--- src/rtl/pm_spm_ctrl.sv ---
// Self-programming controller: buffers one PM page from fill strobes, then erases or
// writes that page through the single-port PM, stalling CPU fetches meanwhile.
module pm_spm_ctrl #(
    parameter int WORD_SIZE = 16,
    parameter int ADDR_W    = 13,
    parameter int PAGE_W    = 6
) (
    input  logic                      clk_i,
    input  logic                      rst_n_i,
    input  logic [ADDR_W-1:0]         cpu_addr_i,
    output logic [WORD_SIZE-1:0]      cpu_data_o,
    output logic                      cpu_stall_o,
    input  logic                      spm_fill_i,
    input  logic [PAGE_W-1:0]         spm_off_i,
    input  logic [WORD_SIZE-1:0]      spm_data_i,
    input  logic                      spm_erase_i,
    input  logic                      spm_write_i,
    input  logic [ADDR_W-PAGE_W-1:0]  spm_page_i,
    output logic                      busy_o,
    output logic                      done_o,
    output logic [ADDR_W-1:0]         pm_addr_o,
    output logic                      pm_we_o,
    output logic [WORD_SIZE-1:0]      pm_data_o,
    input  logic [WORD_SIZE-1:0]      pm_data_i
);

    localparam int unsigned DEPTH = 1 << PAGE_W;

    typedef enum logic [1:0] {IDLE, ERASE, WRITE, DONE} state_t;

    state_t                    r_state;
    state_t                    w_next;
    logic [PAGE_W-1:0]         r_cnt;
    logic [ADDR_W-PAGE_W-1:0]  r_page;
    logic [WORD_SIZE-1:0]      r_buf [DEPTH];
    logic                      w_start;
    logic                      w_last;

    assign w_start    = (r_state == IDLE) && (spm_erase_i || spm_write_i);
    assign w_last     = (r_cnt == '1);
    assign cpu_data_o = pm_data_i;

    always_ff @(posedge clk_i or negedge rst_n_i) begin
        if (!rst_n_i) begin
            r_state <= IDLE;
            r_cnt   <= '0;
            r_page  <= '0;
        end else begin
            r_state <= w_next;
            if (w_start) begin
                r_page <= spm_page_i;
                r_cnt  <= '0;
            end else if (r_state == ERASE || r_state == WRITE) begin
                r_cnt <= r_cnt + 1'b1;
            end
        end
    end

    always_comb begin
        w_next = r_state;
        case (r_state)
            IDLE: begin
                if (spm_erase_i)      w_next = ERASE;
                else if (spm_write_i) w_next = WRITE;
            end
            ERASE, WRITE: if (w_last) w_next = DONE;
            DONE:    w_next = IDLE;
            default: w_next = IDLE;
        endcase
    end

    always_comb begin
        pm_addr_o   = cpu_addr_i;
        pm_we_o     = 1'b0;
        pm_data_o   = '1;
        cpu_stall_o = 1'b0;
        busy_o      = 1'b0;
        done_o      = 1'b0;
        case (r_state)
            ERASE: begin
                pm_addr_o   = {r_page, r_cnt};
                pm_we_o     = 1'b1;
                cpu_stall_o = 1'b1;
                busy_o      = 1'b1;
            end
            WRITE: begin
                pm_addr_o   = {r_page, r_cnt};
                pm_we_o     = 1'b1;
                pm_data_o   = r_buf[r_cnt];
                cpu_stall_o = 1'b1;
                busy_o      = 1'b1;
            end
            DONE: begin
                cpu_stall_o = 1'b1;
                done_o      = 1'b1;
            end
            default: ;
        endcase
    end

    // Each word is returned to all ones as it is written, so the next page starts blank.
    always_ff @(posedge clk_i or negedge rst_n_i) begin
        if (!rst_n_i) begin
            for (int unsigned i = 0; i < DEPTH; i++) r_buf[i[PAGE_W-1:0]] <= '1;
        end else if (r_state == IDLE && spm_fill_i) begin
            r_buf[spm_off_i] <= spm_data_i;
        end else if (r_state == WRITE) begin
            r_buf[r_cnt] <= '1;
        end
    end

endmodule
--- config.mk ---
export PLATFORM = sky130hd
export DESIGN_NAME = pm_spm_ctrl
export DESIGN_NICKNAME = d
export VERILOG_FILES = /design/src/rtl/pm_spm_ctrl.sv
export SDC_FILE = /design/constraint.sdc
export NUM_CORES = 2
export LEC_CHECK = 0
export CORE_AREA = 2 2 266 334
export CTS_BUF_LIST = sky130_fd_sc_hd__clkbuf_8
export DETAILED_ROUTE_END_ITERATION = 10
export DIE_AREA = 0 0 268 336
export PLACE_DENSITY = 0.72
export SYNTH_ARGS = -nofsm -noshare
export SYNTH_HDL_FRONTEND = slang
export SYNTH_SLANG_ARGS = --single-unit
--- constraint.sdc ---
create_clock -name clk_i -period 3.5 [get_ports clk_i]
set_input_delay 0.875 -clock clk_i [delete_from_list [all_inputs] [get_ports clk_i]]
set_output_delay 0.875 -clock clk_i [all_outputs]
set_load 0.05 [all_outputs]
### Word level (Yosys, flattened, before mapping)

Index checks and enable logic that the tools add are counted.

* bitwise logic cells: 3
* $lt $le $gt $ge: 4
* reduce and logical (&&, ||, !) cells: 12
* equal/unequal tests: 6
* mux-type cells: 21
* add/subtract/negate cells: 1

Operators with widths (number)
* $mux W1024: 2
* $bwmux W1024: 1
* $or A1024 B1024 Y1024: 1
* $demux W16 S6: 2
* $bmux W16 S6: 1
* $mux W16: 5
* $ge A7 B7 Y1 const B: 2
* $lt A7 B1 Y1 const B: 2
* $not A6 Y7: 2
* $mux W13: 1
* $mux W6: 2
* $add A6 B1 Y6 const B: 1
* $eq A6 B6 Y1 const B: 1
* $mux W2: 3
* $pmux W2 S3: 1
* $eq A2 B2 Y1 const B: 2
* $logic_and A1 B1 Y1: 4
* $reduce_bool A2 Y1: 2
* $mux W1: 3
* $ne A3 B3 Y1 const B: 1
* $reduce_or A3 Y1: 1
* $eq A2 B1 Y1 const B: 1
* $logic_not A2 Y1: 1
* $logic_or A1 B1 Y1: 2
* 3 further kinds: 3

* flip-flop bits (word level): 1039
* word-level logic and storage cells: 114

### Depth between registers and ports, before layout

* depth after elaboration: 8
* mapped depth: 12
* depth with buffers taken out: 7

### Least setup slack after synthesis

Ideal clock, no wire load.

* path kind: register -> output
* start: reg r_cnt[0]
* end: out pm_data_o[15]
* arrival: 2.543 ns
* buffers on the path: 4
* data required time: 2.625 ns
* setup slack: 0.082 ns
* cell stages (with the launch flop): 10
* cells stage by stage: dfrtp_1 > buf_6 > buf_6 > buf_4 > buf_2 > mux2_2 > a22oi_1 > o21ai_0 > a2111oi_0 > nand4_1

* word-level cells in the longest chain between the ends: 5

RTL lines
* start, declared: line 33 `logic [PAGE_W-1:0] r_cnt;`
* start signal, assigned: line 54 `r_cnt <= r_cnt + 1'b1;`
* $not A6 Y7 (implied by the code): line 89 `pm_data_o = r_buf[r_cnt];`
* $bmux W16 S6: line 89
* $mux W16 (implied by the code) (2 in a row): line 89
* $mux W16: line 79 `case (r_state)`
* end, declared: line 23 `output logic [WORD_SIZE-1:0] pm_data_o,`

No other way between the ends. The select of a mux whose other input is x is not followed.

### Worst setup path after layout

* start: reg r_cnt[0]
* end: out pm_data_o[0]

The elaborated chain is that of the path after synthesis.

==> run_results.csv <==
group,metric,value,unit
global_route,grt_max_degree,144,
logic_synthesis,synthCells,3498,
drt,dr.first_iter.drc_count,5156,
cells_and_area,fillers,6196,
placement,detailed_place_hpwl,114100,um
global_route,grt_pass1_wl,259400,um
drt,wl_per_cell,34.12,um
sta,finalSetupViolations,16,
global_route,grt.overflow.total,0,
clock_tree,insertion_delay,870,ps
sta,finalCritPeriodShare,131.5,%
clock_tree,cts.sinks,1039,
pwr,max-vdd-ir-drop,454.4,uV
floorplan,initial_utilization,54.64,%
cells_and_area,stdcell_area,57060,um^2
hold_path,hold_path.class,"in -> async",
setup_path,startpoint,"r_cnt[0]",
setup_path,critPathRequiredTime,2620,ps
setup_path,critPathCaptureType,"output port",
sta,rsz0062_at_grt,"yes",
cells_and_area,drive_gt1_share,56.14,%
logic_synthesis,synth.ff_latch_count,1039,
logic_synthesis,syn-cell-area,47400,um^2
placement,place_ws,-1080,ps
logic_synthesis,ys_async_sr_fraction,100.0,%
sta,setup_ws,-1101,ps
sta,slew_violations,0,
logic_synthesis,seq_area_frac_synth,57.56,%
floorplan,rows,121,
clock_tree,cts_root_buf,"clkbuf_8",
global_route,track_usage,39.31,%
floorplan,pin_count,112,
setup_path,crit_path_start_kind,"register",
sta,max_freq,0.2173,GHz
setup_path,r2r_start,"r_state[0]",
drt,ant_nets,0,
clock_tree,hold_buffers,0,
setup_path,r2r-end,"r_buf[262]",
placement,gp_congestion,0.9849,
drt,drtPass1Iterations,6,
setup_path,reg2regPathDepth,8,
sta,max_slew_margin,27.71,%
pwr,p_total,51.47,mW
sta,final.min_clock_period,4601,ps
floorplan,coreArea,86750,um^2
clock_tree,cts_made_buffers,164,
logic_synthesis,ys_types,67,
sta,hold_violations,0,
sta,timing.hold.ws,381.9,ps
logic_synthesis,syn-mean-instance-area,13.55,um^2
cells_and_area,fin_nets,3944,
outcome,outcome,"finished, violations left",
drt,vias,37730,
clock_tree,cts.clk_slew.worst_paths,60,ps
job,cap_violations,0,
drt,vias_per_cell,7.294,
global_route,grt_pass1_vias,38710,
sta,finalSetupTns,-16240,ps
placement,dpl_cell_area,52120,um^2
clock_tree,cts_tree,"done",
sta,tightest_slew,1084,ps
outcome,failed_checks,"setup timing",
global_route,antenna_found_initial,8,
clock_tree,cts.path.max_buffers,3,
placement,portBuffers,79,
floorplan,die_area,90050,um^2
pwr,p_leak,21.80,nW
setup_path,worstPathArrival,3730,ps
sta,skew,38.47,ps
logic_synthesis,syn-num-nets,3566,
cells_and_area,synthToLayoutAreaGrowth,20.39,%
setup_path,cp-endpoint,"pm_data_o[0]",
pwr,p_per_area,901.9,nW/um^2
logic_synthesis,synth_top_flop_cell,"dfstp_2",
setup_path,path_max_fanout,6,
setup_path,worstSetupPathType,"reg -> out",
logic_synthesis,synth_edf_count,0,
floorplan,die_x,268,um
setup_path,r2r_setup_slack,80,ps
drt,routed_wl,176500,um
logic_synthesis,ys.warnings.count,0,
drt,post-route-drc-count,0,
floorplan,die_h,336,um
clock_tree,h-tree-depth,4,
## logic make-up after synthesis
kind of cell,share of synthesized area [%]
mux,9.619
compound gates,25.67
fa+ha+maj,0.1320
flops,57.56
simple gates,2.772
xor+xnor,0.09241
buf+inv,4.155
## state kept, by name (all words and copies together), names as in the netlist
| register | flops |
|---|---|
| r_buf | 1024 |
| r_cnt | 6 |
| r_page | 7 |
| r_state | 2 |
## synthesized netlist by cell type (12+ instances only)
cell | n | area [um^2]
buf_1 | 33 | 123.9
clkbuf_1 | 199 | 747.0
a221oi_1 | 103 | 902.1
mux2_2 | 113 | 1272
o22a_1 | 1027 | 8995
o22ai_1 | 37 | 231.5
dfstp_2 | 1024 | 26910
o21ai_2 | 32 | 280.3
nand2_1 | 120 | 450.4
a22oi_1 | 66 | 495.5
o21ai_1 | 33 | 165.2
o21ai_0 | 43 | 215.2
buf_2 | 119 | 595.6
buf_4 | 47 | 352.8
dfrtp_1 | 15 | 375.4
mux2i_1 | 73 | 730.7
nand3_1 | 18 | 90.09
mux4_2 | 113 | 2545
a21oi_1 | 41 | 205.2
nor2_1 | 64 | 240.2
a22o_1 | 12 | 105.1
a221o_1 | 15 | 150.1
## report_power, final
group / internal (mW) / switching (mW)
logic: 9.39 / 10.5
clock network: 5.82 / 4.97
registers: 18.5 / 2.33
## routing by layer
metal	wire, um	up-vias	global-route usage, %
met5	68	-	0
met1	63340	19670	48.93
li1	-	14670	-
met3	19150	691	11.07
met2	80410	2689	59.04
met4	13560	10	28.15
## what timing repair did
item                       CTS  global route
cloned                       3             3
pin swaps                   41            43
gates resized for setup    151            91
buffers inserted            31            10
setup endpoints to repair   29            16
## placed cells by master (no fill, tap or decap), types with 15 or more instances in the layout
cell             count
o22ai_1             26
mux2_2             110
nand2_1            113
mux2i_1             69
nor2_1              59
mux4_2             113
buf_4              457
buf_12              63
nand3_1             16
o21ai_2             39
inv_1               61
dfstp_2           1024
clkdlybuf4s50_1     31
a22oi_2             16
buf_2               16
o21ai_1             42
o22a_1            1027
a221oi_1            75
a21oi_1             38
o21ai_0             26
buf_6               35
a22oi_1             50
a221o_1             15
a221oi_2            20
clkbuf_8           209
## stage by stage
| stage | cells | utilization, % |
|---|---|---|
| final | 5173 | 65.78 |
| after global routing | 5171 | 65.77 |
| after detailed placement | 4837 | 60.08 |
| after global placement | 4837 | 60.08 |
| after floorplan | 3498 | - |
| after CTS | 5161 | 65.16 |
## worst max-delay path: stages (launching register included)
cell,delay (ps)
dfrtp_4,510
buf_12,170
clkbuf_16,160
mux2_4,300
a22oi_2,180
o21ai_1,80
o21ai_1,150
buf_4,180
nand4_1,250
or4_4,670
buf_8,190
## how the worst min path moves through the flow
stage	from	end	slack, ps
global route	rst_n_i	r_buf[341]	410
global placement	r_page[1]	r_page[1]	480
CTS	rst_n_i	r_buf[341]	350
finish	rst_n_i	r_buf[341]	380
detailed placement	r_page[4]	r_page[4]	500
floorplan	r_page[0]	r_page[0]	470
## layout make-up
type,count,area [um^2],area share (%)
antenna,4,10.01,0.01754
clock buffer,209,2877,5.041
clock inverter,82,551.8,0.9670
inverter,6,23.77,0.04166
multi-input combinational,2044,19000,33.29
sequential,1039,27290,47.83
tap,1168,1461,2.561
timing repair buffer,621,5849,10.25
(Power assumes the default switching activity.)
